--- src/rtl/vga_pkg.sv ---
// Default 640x480@60 raster constants and shared types for the VGA timing path.
package vga_pkg;

  localparam int DEF_CORDW    = 10;
  localparam int DEF_H_ACTIVE = 640;
  localparam int DEF_H_FP     = 16;
  localparam int DEF_H_SYNC   = 96;
  localparam int DEF_H_BP     = 48;
  localparam int DEF_V_ACTIVE = 480;
  localparam int DEF_V_FP     = 10;
  localparam int DEF_V_SYNC   = 2;
  localparam int DEF_V_BP     = 33;
  localparam int DEF_FCW      = 16;

  localparam int DEF_H_TOTAL = DEF_H_ACTIVE + DEF_H_FP + DEF_H_SYNC + DEF_H_BP;
  localparam int DEF_V_TOTAL = DEF_V_ACTIVE + DEF_V_FP + DEF_V_SYNC + DEF_V_BP;

  typedef logic [DEF_CORDW-1:0] coord_t;

  typedef enum logic {
    ST_IDLE = 1'b0,
    ST_RUN  = 1'b1
  } vga_state_e;

endpackage

--- src/rtl/sync_2ff.sv ---
// Two-flop synchroniser for slow level signals crossing into the local clock domain.
module sync_2ff #(
  parameter int WIDTH = 1
) (
  input  logic             clk,
  input  logic             rst_n,
  input  logic [WIDTH-1:0] d,
  output logic [WIDTH-1:0] q
);

  logic [WIDTH-1:0] meta;

  always_ff @(posedge clk or negedge rst_n) begin
    if (!rst_n) begin
      meta <= '0;
      q    <= '0;
    end else begin
      meta <= d;
      q    <= meta;
    end
  end

endmodule

--- src/rtl/vga_timing_480p.sv ---
// Raster timing generator: counters, syncs, data-enable, strobes and frame count.
// Waits in IDLE until the synchronised pixel-clock lock is seen, then free-runs.
module vga_timing_480p
  import vga_pkg::*;
#(
  parameter int   CORDW    = DEF_CORDW,
  parameter int   H_ACTIVE = DEF_H_ACTIVE,
  parameter int   H_FP     = DEF_H_FP,
  parameter int   H_SYNC   = DEF_H_SYNC,
  parameter int   H_BP     = DEF_H_BP,
  parameter int   V_ACTIVE = DEF_V_ACTIVE,
  parameter int   V_FP     = DEF_V_FP,
  parameter int   V_SYNC   = DEF_V_SYNC,
  parameter int   V_BP     = DEF_V_BP,
  parameter logic H_POL    = 1'b0,
  parameter logic V_POL    = 1'b0,
  parameter int   FCW      = DEF_FCW
) (
  input  logic             clk_pix,
  input  logic             rst_n,
  input  logic             clk_pix_locked,
  output logic [CORDW-1:0] sx,
  output logic [CORDW-1:0] sy,
  output logic             hsync,
  output logic             vsync,
  output logic             de,
  output logic             line,
  output logic             frame,
  output logic [FCW-1:0]   frame_cnt
);

  localparam int H_TOTAL = H_ACTIVE + H_FP + H_SYNC + H_BP;
  localparam int V_TOTAL = V_ACTIVE + V_FP + V_SYNC + V_BP;

  localparam logic [CORDW-1:0] H_LAST  = CORDW'(H_TOTAL - 1);
  localparam logic [CORDW-1:0] V_LAST  = CORDW'(V_TOTAL - 1);
  localparam logic [CORDW-1:0] H_ACT   = CORDW'(H_ACTIVE);
  localparam logic [CORDW-1:0] V_ACT   = CORDW'(V_ACTIVE);
  localparam logic [CORDW-1:0] HS_BEG  = CORDW'(H_ACTIVE + H_FP);
  localparam logic [CORDW-1:0] HS_END  = CORDW'(H_ACTIVE + H_FP + H_SYNC);
  localparam logic [CORDW-1:0] VS_BEG  = CORDW'(V_ACTIVE + V_FP);
  localparam logic [CORDW-1:0] VS_END  = CORDW'(V_ACTIVE + V_FP + V_SYNC);

  logic             lk;
  vga_state_e       state_q, state_d;
  logic             run_d;
  logic [CORDW-1:0] sx_d, sy_d;
  logic             hsync_d, vsync_d, de_d, line_d, frame_d;
  logic [FCW-1:0]   frame_cnt_q, frame_cnt_d;

  sync_2ff #(.WIDTH(1)) u_lock_sync (
    .clk   (clk_pix),
    .rst_n (rst_n),
    .d     (clk_pix_locked),
    .q     (lk)
  );

  always_comb begin
    state_d     = state_q;
    run_d       = 1'b0;
    sx_d        = '0;
    sy_d        = '0;
    frame_cnt_d = '0;
    case (state_q)
      ST_IDLE: begin
        if (lk) begin
          state_d = ST_RUN;
          run_d   = 1'b1;
        end
      end
      ST_RUN: begin
        if (!lk) begin
          state_d = ST_IDLE;
        end else begin
          run_d       = 1'b1;
          frame_cnt_d = frame_cnt_q;
          if (sx == H_LAST) begin
            sy_d = (sy == V_LAST) ? '0 : sy + 1'b1;
            if (sy == V_LAST) frame_cnt_d = frame_cnt_q + 1'b1;
          end else begin
            sx_d = sx + 1'b1;
            sy_d = sy;
          end
        end
      end
      default: state_d = ST_IDLE;
    endcase
  end

  // Decode from the next-state counters so registered syncs line up with sx/sy.
  always_comb begin
    hsync_d = (run_d && sx_d >= HS_BEG && sx_d < HS_END) ? H_POL : ~H_POL;
    vsync_d = (run_d && sy_d >= VS_BEG && sy_d < VS_END) ? V_POL : ~V_POL;
    de_d    = run_d && (sx_d < H_ACT) && (sy_d < V_ACT);
    line_d  = run_d && (sx_d == '0);
    frame_d = line_d && (sy_d == '0);
  end

  always_ff @(posedge clk_pix or negedge rst_n) begin
    if (!rst_n) begin
      state_q     <= ST_IDLE;
      sx          <= '0;
      sy          <= '0;
      hsync       <= ~H_POL;
      vsync       <= ~V_POL;
      de          <= 1'b0;
      line        <= 1'b0;
      frame       <= 1'b0;
      frame_cnt_q <= '0;
    end else begin
      state_q     <= state_d;
      sx          <= sx_d;
      sy          <= sy_d;
      hsync       <= hsync_d;
      vsync       <= vsync_d;
      de          <= de_d;
      line        <= line_d;
      frame       <= frame_d;
      frame_cnt_q <= frame_cnt_d;
    end
  end

  assign frame_cnt = frame_cnt_q;

endmodule
--- config.mk ---
export PLATFORM = sky130hd
export DESIGN_NAME = vga_timing_480p
export DESIGN_NICKNAME = d
export VERILOG_FILES = /design/src/rtl/vga_pkg.sv /design/src/rtl/sync_2ff.sv /design/src/rtl/vga_timing_480p.sv
export SDC_FILE = /design/constraint.sdc
export NUM_CORES = 1
export LEC_CHECK = 0
export ABC_AREA = 1
export BUFFER_PORTS_ARGS = -buffer_cell sky130_fd_sc_hd__buf_2
export CORE_MARGIN = 1
export CORE_UTILIZATION = 40
export CTS_CLUSTER_SIZE = 20
export DETAILED_ROUTE_END_ITERATION = 6
export PLACE_DENSITY = 0.7
export SKIP_CTS_REPAIR_TIMING = 1
export SLEW_MARGIN = 20
export SYNTH_ARGS = -nofsm -noshare
export SYNTH_HDL_FRONTEND = slang
export SYNTH_SLANG_ARGS = --single-unit
--- constraint.sdc ---
create_clock -name clk_pix -period 1.55 [get_ports clk_pix]
set_input_delay 0 -clock clk_pix [delete_from_list [all_inputs] [get_ports clk_pix]]
set_output_delay 0 -clock clk_pix [all_outputs]
set_load 0.03 [all_outputs]
=== Word level (Yosys, flattened, before mapping) ===
Index checks and enable logic that the tools add are counted.

* Flip-flop bits (word level): 44
* Input bits: 3
* Word-level logic and storage cells: 49

* Add/sub/neg operators: 3
* Order comparisons: 6
* Equal/unequal tests: 4
* Multiplexer cells: 14
* Reductions and logical operators: 11

{| class="wikitable"
|+ Operators with widths
! operator !! number
|-
| 2-to-1 mux 10 bit || 7
|-
| 2-to-1 mux 16 bit || 4
|-
| adder 10 x 1 -> 10 bit (second input constant) || 2
|-
| == test 10 bit (second input constant) || 2
|-
| zero test 10 bit || 2
|-
| less-than comparator 10 bit (second input constant) || 2
|-
| less-than comparator 10 x 9 -> 1 bit (second input constant) || 2
|-
| adder 16 x 1 -> 16 bit (second input constant) || 1
|-
| >= comparator 10 bit (second input constant) || 1
|-
| >= comparator 10 x 9 -> 1 bit (second input constant) || 1
|-
| logical AND 1 bit || 8
|-
| inequality test 3 bit (second input constant) || 2
|-
| 2-to-1 mux 1 bit || 3
|-
| AND reduction 2 bit || 1
|}

=== Logic depth before layout (Yosys ltp) ===
Gate-level depths: netlist of the first run.

* Word-level depth: 9
* Mapped depth: 13
* Mapped depth without buffers: 12

=== By module ===
Synthesis of the first run repeated with hierarchy kept, for this count alone.

* Cell total of the unflattened synthesis: 349
* Area total of the unflattened synthesis: 2,577.5 µm²

{| class="wikitable"
|+ By module, submodules not included
! module !! times used !! cells an instance !! area each (µm²) !! seq. area each (µm²)
|-
| vga_timing_480p || 1 || 347 || 2,527.4 || 1,053.5
|-
| sync_2ff || 1 || 2 || 50.0 || 50.0
|}

=== Worst setup path before layout of the first run ===
No wires, ideal clock.

* Kind: flip-flop to flip-flop
* Start: register sx[0]
* End: register frame_cnt_q[11], in the netlist frame_cnt[11]
* Library setup time: 0.120 ns
* Arrival: 1.758 ns
* Required time: 1.430 ns
* Slack: -0.328 ns
* Stages on the path, launching flop included: 12
* Buffers on the path: 1
* Cells stage by stage: dfrtp_1 > ha_1 > nand2_1 > nor2_4 > nand2_4 > nand2_4 > nand2_2 > buf_6 > nor2_2 > nand2_1 > o21ai_1 > nor2_1

* Longest elaborated chain between the ends: 3

{| class="wikitable"
|+ Ends and longest elaborated chain
! item !! line !! text
|-
| start: declaration || vga_timing_480p.sv:22 || <nowiki>output logic [CORDW-1:0] sx,</nowiki>
|-
| start signal: assignment || vga_timing_480p.sv:102 || <nowiki>sx <= '0;</nowiki>
|-
| start signal: assignment || vga_timing_480p.sv:112 || <nowiki>sx <= sx_d;</nowiki>
|-
| == test 10 bit || vga_timing_480p.sv:77 || <nowiki>if (sx == H_LAST) begin</nowiki>
|-
| inequality test 3 bit (no source line) || n/a ||
|-
| AND reduction 2 bit (no source line) || n/a ||
|-
| end signal: assignment || vga_timing_480p.sv:119 || <nowiki>frame_cnt_q <= frame_cnt_d;</nowiki>
|-
| end: declaration || vga_timing_480p.sv:49 || <nowiki>logic [FCW-1:0] frame_cnt_q, frame_cnt_d;</nowiki>
|}

Every way passes these cells.
A chain may end at the register's enable or synchronous reset.

=== Worst setup path after layout of the first run ===
* Start: register sy[0]
* End: register frame_cnt_q[11], in the netlist frame_cnt[11]

* Longest elaborated chain between the ends: 3

{| class="wikitable"
|+ Ends and longest elaborated chain
! item !! line !! text
|-
| start: declaration || vga_timing_480p.sv:23 || <nowiki>output logic [CORDW-1:0] sy,</nowiki>
|-
| start signal: assignment || vga_timing_480p.sv:113 || <nowiki>sy <= sy_d;</nowiki>
|-
| == test 10 bit || vga_timing_480p.sv:79 || <nowiki>if (sy == V_LAST) frame_cnt_d = frame_cnt_q + 1'b1;</nowiki>
|-
| inequality test 3 bit (no source line) || n/a ||
|-
| AND reduction 2 bit (no source line) || n/a ||
|}

Every way passes these cells.

==> reports/qor.csv, run 1 <==
stage;metric;value;unit
drt;wl_per_cell;13.5;µm
cts;h-tree-depth;2;
worst_setup_path;r2r_slack;-0.16;ns
cts;path_clk_slew;0.08;ns
drt;drt_first_iter_violations;139;
power_and_ir_drop;internal_power;1530;µW
power_and_ir_drop;netSwitchingPower;516;µW
worst_setup_path;cp_data_arrival_time;1.90;ns
cts;clockBufferDepth;2;
floorplan;core_area;6350;µm²
power_and_ir_drop;seqPwrFrac;56.9;%
synthesis;synth_top_flop_cell;dfrtp_1;
power_and_ir_drop;ir_worst_vdd;303;µV
worst_setup_path;worstSetupEndpointType;flop;
power_and_ir_drop;p_clk_share;34.2;%
sta;whs;0.153;ns
synthesis;yosysMostFrequentCell;nand2_1;
grt;first_global_vias;2694;
placed_design;placed_area;3500;µm²
synthesis;synthArstFlopShare;100;%
run;maxCapViolations;0;
worst_hold_path;min_path_type;input pin to asynchronous set/reset pin;
floorplan;dieHeight;83.0;µm
grt;antenna_found_initial;0;
synthesis;syn_inst;367;
placed_design;dp_slack;-0.193;ns
cts;cts_tree;done;
worst_setup_path;crit_type;flop to flop;
worst_setup_path;crit_path_end;frame_cnt[11];
worst_setup_path;start_kind;flop;
final_layout;nFillCells;566;
drt;vias;2833;
floorplan;dieArea;6880;µm²
sta;hold_violations;0;
synthesis;post-synth-top-area-fraction;40.1;%
sta;clock.fmax;0.584;GHz
final_layout;fin_cells;569;
run_status;status;finished, violations left;
sta;layout_setup_ws;-0.163;ns
sta;fin_crit;1.71;ns
floorplan;initial_core_util;41.3;%
grt;grt_usage;22.0;%
worst_setup_path;worstPathMaxFanout;5;
synthesis;yosysUniqueCellTypes;31;
grt;grt_max_degree;19;
power_and_ir_drop;power.density;535;nW/µm²
drt;first_pass_iters;4;
final_layout;register_area;1120;µm²
drt;avgViaCountPerCell;4.98;
final_layout;num_antenna_cells;0;
drt;wl;7.70;mm
placed_design;place_inst;553;
cts;numCtsBuffers;5;
synthesis;syn_area_per_cell;7.15;µm²
power_and_ir_drop;switching_share;25.2;%
synthesis;synth_warnings;0;
cts;insertion_delay;0.30;ns
synthesis;synth_edf_count;0;
sta;skew;0.00561;ns
worst_setup_path;startpoint;sy[0];
drt;ant_nets;0;
cts;clkSinkCount;44;
worst_setup_path;reg2reg_depth;12;
sta;max_slew_margin;73.1;%
sta;setup_viol;22;
sta;fin_crit_sh;111;%
synthesis;synth_area_leader_cell;dfrtp_1;
power_and_ir_drop;combPwrFrac;8.9;%
sta;worst_pin_slew;0.404;ns
worst_setup_path;timing.rr.end;frame_cnt[11];
power_and_ir_drop;cellLeakagePower;0.00206;µW
placed_design;dpl.hpwl;5.79;mm
final_layout;nets;499;
synthesis;synth_common_cells;nand2_1 (97), inv_1 (56), nor2_1 (48), dfrtp_1 (42), nand3_1 (38);
cts;clockRootBuffer;clkbuf_8;
floorplan;die_w;83.0;µm
sta;finalMaxSlewViolations;0;
synthesis;synth_nets;374;
synthesis;syn_area;2620;µm²
synthesis;synth_seq_cells;44;
grt;grt_pass1_wl;12.4;mm
final_layout;final_area;3830;µm²
synthesis;ys_seq_area_share;42.1;%
synthesis;synthTopCellsByArea;dfrtp_1 (40%), nand2_1 (14%), inv_1 (8.0%);
placed_design;routabilityCongestion;0.871;
grt;overflow;0;
worst_setup_path;required;1.74;ns
final_layout;drive_gt1_share;41.1;%
floorplan;num_rows;29;
placed_design;io_buffers;43;
sta;rsz0062_at_grt;yes;
run_status;violations;setup timing;
floorplan;num_io_pins;44;
drt;drcViolationCount;0;
worst_setup_path;reg2reg_from;sy[0];
final_layout;syn_to_final_growth;45.9;%
final_layout;multi_input_area;1480;µm²
state kept, by name, indices dropped and copies added, names as in the netlist:
name and cells:
frame_cnt 16, sx 10, sy 10, de 1, frame 1, hsync 1, line 1, state_q 1
u_lock_sync.meta 1, u_lock_sync.q 1, vsync 1
placed cells by master (no fill, tap or decap), types with 2 or more instances in the layout:
| cell | netlist | final |
|---|---|---|
| ha_1 | 4 | 2 |
| o21ai_2 | 1 | 5 |
| inv_2 | 4 | 8 |
| nand3_2 | 5 | 6 |
| nor3_1 | 6 | 3 |
| nand2_1 | 97 | 91 |
| nand3_1 | 38 | 32 |
| clkbuf_8 | 0 | 5 |
| nor2_4 | 1 | 5 |
| nand2_2 | 3 | 6 |
| nor2_2 | 1 | 11 |
| nand2_4 | 2 | 5 |
| buf_2 | 1 | 43 |
| nor2_1 | 48 | 34 |
| a21oi_1 | 14 | 13 |
| nand4_1 | 13 | 13 |
| inv_1 | 56 | 52 |
| dfrtp_2 | 0 | 11 |
| o21bai_1 | 2 | 2 |
| dfstp_2 | 2 | 2 |
| nand3_4 | 0 | 5 |
| nor3_2 | 0 | 3 |
| dlygate4sd3_1 | 0 | 2 |
| buf_4 | 0 | 75 |
| dfrtp_1 | 42 | 31 |
| o21ai_1 | 6 | 8 |
| o21ai_0 | 9 | 3 |
worst max-delay path: stages (launching register included):
cell,delay (ns)
dfrtp_2,0.41
inv_2,0.06
ha_1,0.14
nand2_1,0.05
nor2_1,0.11
nand3_2,0.14
nand2_2,0.12
nand2_4,0.07
buf_4,0.16
nor2_4,0.10
nand2_1,0.07
o21ai_1,0.12
nor2_1,0.05
metal layers:
layer / track usage (%) / wire length, µm / vias up / part of all wire [%]
li1: - / - / 1420 / -
met1: 27.9 / 3330 / 1340 / 43
met2: 39.8 / 3980 / 63 / 52
met3: 3.18 / 281 / 10 / 3.6
met4: 4.23 / 107 / 0 / 1.4
met5: 0 / 0 / - / 0
area by class of cell:
type	count	area share, %
clock inverter	1	0.131
clock buffer	6	1.90
sequential	44	29.2
timing repair buffer	122	21.7
inverter	60	5.89
multi-input combinational	259	38.7
tap	77	2.52
kinds of logic after synthesis:
group / count (synthesis) / share of synthesized area (%)
DFF: 44 / 42.1
xor gates and xnor gates: 1 / 0.334
buffers and inverters: 64 / 9.78
AOI/OAI and AO/OA: 35 / 7.40
and+or+nand+nor: 219 / 38.5
adders and majority gates: 4 / 1.91
power by group through the flow:
stage          clock network (µW)  registers, µW  logic [µW]
2_1_floorplan                   0           1210        50.6
3_3_place_gp                    0           1190         155
3_5_place_dp                    0           1190         159
4_1_cts                       719           1170         160
5_1_grt                       752           1170         198
6_report                      700           1170         183
through the flow:
stage                     util, %  power, µW  TNS [ns]
final                        60.3       2050     -1.93
after global routing         60.3       2120     -4.82
after CTS                    56.3       2050     -2.64
after detailed placement     55.1       1350     -2.12
after global placement       55.1       1340     -1.04
after floorplan                 -       1260     -1.17
worst min path at each step:
stage | cells after the start | end
finish | 2 | sx[4]
floorplan | 0 | de
detailed placement | 1 | sx[4]
global placement | 1 | sx[4]
global route | 2 | sx[4]
CTS | 1 | sx[4]
(Power assumes the default switching activity.)
==> run 2, diff against run 1 <==
--- a/config.mk
+++ b/config.mk
@@ -17,3 +17,4 @@
 export SYNTH_ARGS = -nofsm -noshare
 export SYNTH_HDL_FRONTEND = slang
 export SYNTH_SLANG_ARGS = --single-unit
+export TNS_END_PERCENT = 20
==> reports/qor.csv, run 2 (synthesis gave the netlist of run 1 again) <==
stage;metric;value;unit;change
sta;hold_violations;0;;unchanged
final_layout;utilization;59.0;%;-1.3 points
grt;grt-busiest-layer;met2;;
cts;clockBufferDepth;2;;unchanged
drt;vias;2828;;-0.18%
floorplan;core_area;6350;µm²;unchanged
power_and_ir_drop;power.density;546;nW/µm²;+1.9%
cts;numCtsBuffers;5;;unchanged
grt;grt_pass1_wl;12.4;mm;-0.16%
worst_setup_path;timing.rr.end;frame;;
power_and_ir_drop;internal_power;1530;µW;+0.11%
sta;finalMaxSlewViolations;0;;unchanged
grt;grt_max_degree;45;;+26
cts;cts_tree;done;;
worst_setup_path;startpoint;sx[0];;
final_layout;syn_to_final_growth;42.7;%;
cts;insertion_delay;0.30;ns;about the same
floorplan;die_w;83.0;µm;unchanged
worst_setup_path;reg2reg_depth;12;;unchanged
sta;fin_crit;1.73;ns;+0.0194 ns
worst_setup_path;worstPathMaxFanout;5;;unchanged
grt;grt.met1_usage;29.2;%;+1.3 points
sta;rsz0062_at_grt;yes;;
grt;met3_usage;3.68;%;+0.50 points
cts;clkSinkCount;44;;unchanged
sta;clock.fmax;0.577;GHz;-1.1%
final_layout;fin_cells;561;;-1.4%
placed_design;routabilityCongestion;0.889;;+2.1%
sta;fin_crit_sh;112;%;+1.3 points
drt;wl;7.35;mm;-4.5%
power_and_ir_drop;ir_worst_vdd;356;µV;+18%
worst_setup_path;start_kind;flop;;
cts;clockRootBuffer;clkbuf_8;;
worst_setup_path;required;1.78;ns;+0.04 ns
power_and_ir_drop;switching_share;24.9;%;-0.29 points
drt;wl_per_cell;13.1;µm;-3.2%
run_status;violations;setup timing;;
sta;setup_viol;22;;unchanged
worst_setup_path;r2r_slack;-0.18;ns;-0.02 ns
final_layout;nets;490;;-1.8%
sta;whs;0.312;ns;+0.158 ns
cts;path_clk_slew;0.08;ns;about the same
final_layout;largest_reg_flops;16;;unchanged
grt;first_global_vias;2686;;-0.30%
final_layout;final_common_cell;nand2_1;;
final_layout;drive_gt1_share;40.1;%;-0.97 points
sta;skew;0.00810;ns;+0.00249 ns
drt;ant_nets;0;;unchanged
placed_design;place_inst;549;;-0.72%
worst_hold_path;min_path_type;input pin to asynchronous set/reset pin;;
power_and_ir_drop;power.total;2040;µW;-0.27%
worst_setup_path;crit_type;flop to flop;;
sta;max_slew_margin;61.0;%;-12 points
run;maxCapViolations;0;;unchanged
final_layout;nFillCells;599;;+5.8%
final_layout;final_cell_mix;nand2_1 (90), buf_4 (62), inv_1 (51), buf_2 (43), nor2_1 (38);;
worst_setup_path;cp_data_arrival_time;1.97;ns;+0.07 ns
power_and_ir_drop;seqPwrFrac;57.0;%;about the same
power_and_ir_drop;cellLeakagePower;0.00201;µW;-2.4%
drt;drt_first_iter_violations;157;;+13%
grt;overflow;0;;unchanged
power_and_ir_drop;netSwitchingPower;509;µW;-1.4%
drt;drcViolationCount;0;;unchanged
final_layout;num_antenna_cells;0;;unchanged
sta;worst_pin_slew;0.586;ns;+0.182 ns
worst_setup_path;worstSetupEndpointType;flop;;
grt;grt_util_met2;37.9;%;-1.9 points
floorplan;num_io_pins;44;;unchanged
floorplan;num_rows;29;;unchanged
placed_design;io_buffers;43;;unchanged
grt;antenna_found_initial;0;;unchanged
run_status;status;finished, violations left;;
grt;grt_usage;22.2;%;+0.19 points
power_and_ir_drop;combPwrFrac;8.3;%;-0.6 points
floorplan;dieArea;6880;µm²;unchanged
worst_setup_path;reg2reg_from;sx[0];;
floorplan;dieHeight;83.0;µm;unchanged
drt;first_pass_iters;5;;+1
drt;avgViaCountPerCell;5.04;;+1.2%
sta;layout_setup_ws;-0.182;ns;-0.0194 ns
cts;h-tree-depth;2;;unchanged
placed_design;dpl.hpwl;5.59;mm;-3.5%
floorplan;initial_core_util;41.3;%;unchanged
power_and_ir_drop;p_clk_share;34.7;%;+0.5 points
[run 2: changes by cell type in the layout (fill, tap and decap cells not counted), moves of 2 or more]
cell / delta
buf_4: -13
buf_6: +3
dfrtp_1: +2
dfrtp_2: -2
nand2_2: +2
nand3_1: -2
nand3_2: +7
nand3_4: -5
nor2_1: +4
nor2_2: -2
nor2_4: -2
o21ai_1: -2
o21ai_2: +2
[run 2: through the flow]
stage / setup slack [ns] / TNS [ns] / instance area (µm²)
6_report: -0.182 / -1.77 / 3740
5_1_grt: -0.312 / -4.13 / 3740
4_1_cts: -0.233 / -2.56 / 3560
3_5_place_dp: -0.201 / -1.91 / 3470
3_3_place_gp: -0.207 / -1.36 / 3470
2_1_floorplan: -0.138 / -1.17 / 2670
[run 2: cell type report]
cell class	count	area, µm²	area share (%)
repair buffers	113	786	21.0
well taps	77	96.3	2.57
clock inverters	2	12.5	0.334
inverters	60	225	6.02
clock buffers	6	72.6	1.94
flip-flops and latches	44	1110	29.8
multi-input cells	259	1440	38.4
[run 2: how the worst max path moves through the flow]
stage / slack, ns / depth (start not counted) / endpoint
finish: -0.18 / 12 / frame
global placement: -0.21 / 12 / de
floorplan: -0.14 / 11 / frame_cnt[11]
global route: -0.31 / 12 / frame
CTS: -0.23 / 12 / frame
detailed placement: -0.20 / 12 / frame
[run 2: metal layers]
layer | wire length [µm] | share of wire [%]
met1 | 3290 | 45
met2 | 3670 | 50
met5 | 0 | 0
met3 | 312 | 4.2
met4 | 73 | 0.99
[run 2: power by group through the flow]
| stage | Combinational, µW | Clock [µW] | Sequential (µW) |
|---|---|---|---|
| floorplan | 50.3 | 0 | 1210 |
| global placement | 145 | 0 | 1190 |
| detailed placement | 148 | 0 | 1190 |
| CTS | 148 | 740 | 1170 |
| global route | 185 | 785 | 1170 |
| finish | 169 | 709 | 1170 |
[run 2: worst max-delay path: stages, from the launching register on]
cell and delay, ns:
dfrtp_2 0.39, ha_4 0.15, nand2_4 0.06, nor2_4 0.17, buf_6 0.15, nand3_2 0.06
nand2_2 0.06, nand2_2 0.07, o21ai_2 0.15, nand2_1 0.08, nor2_2 0.15, nand2_1 0.07
nor2_1 0.10
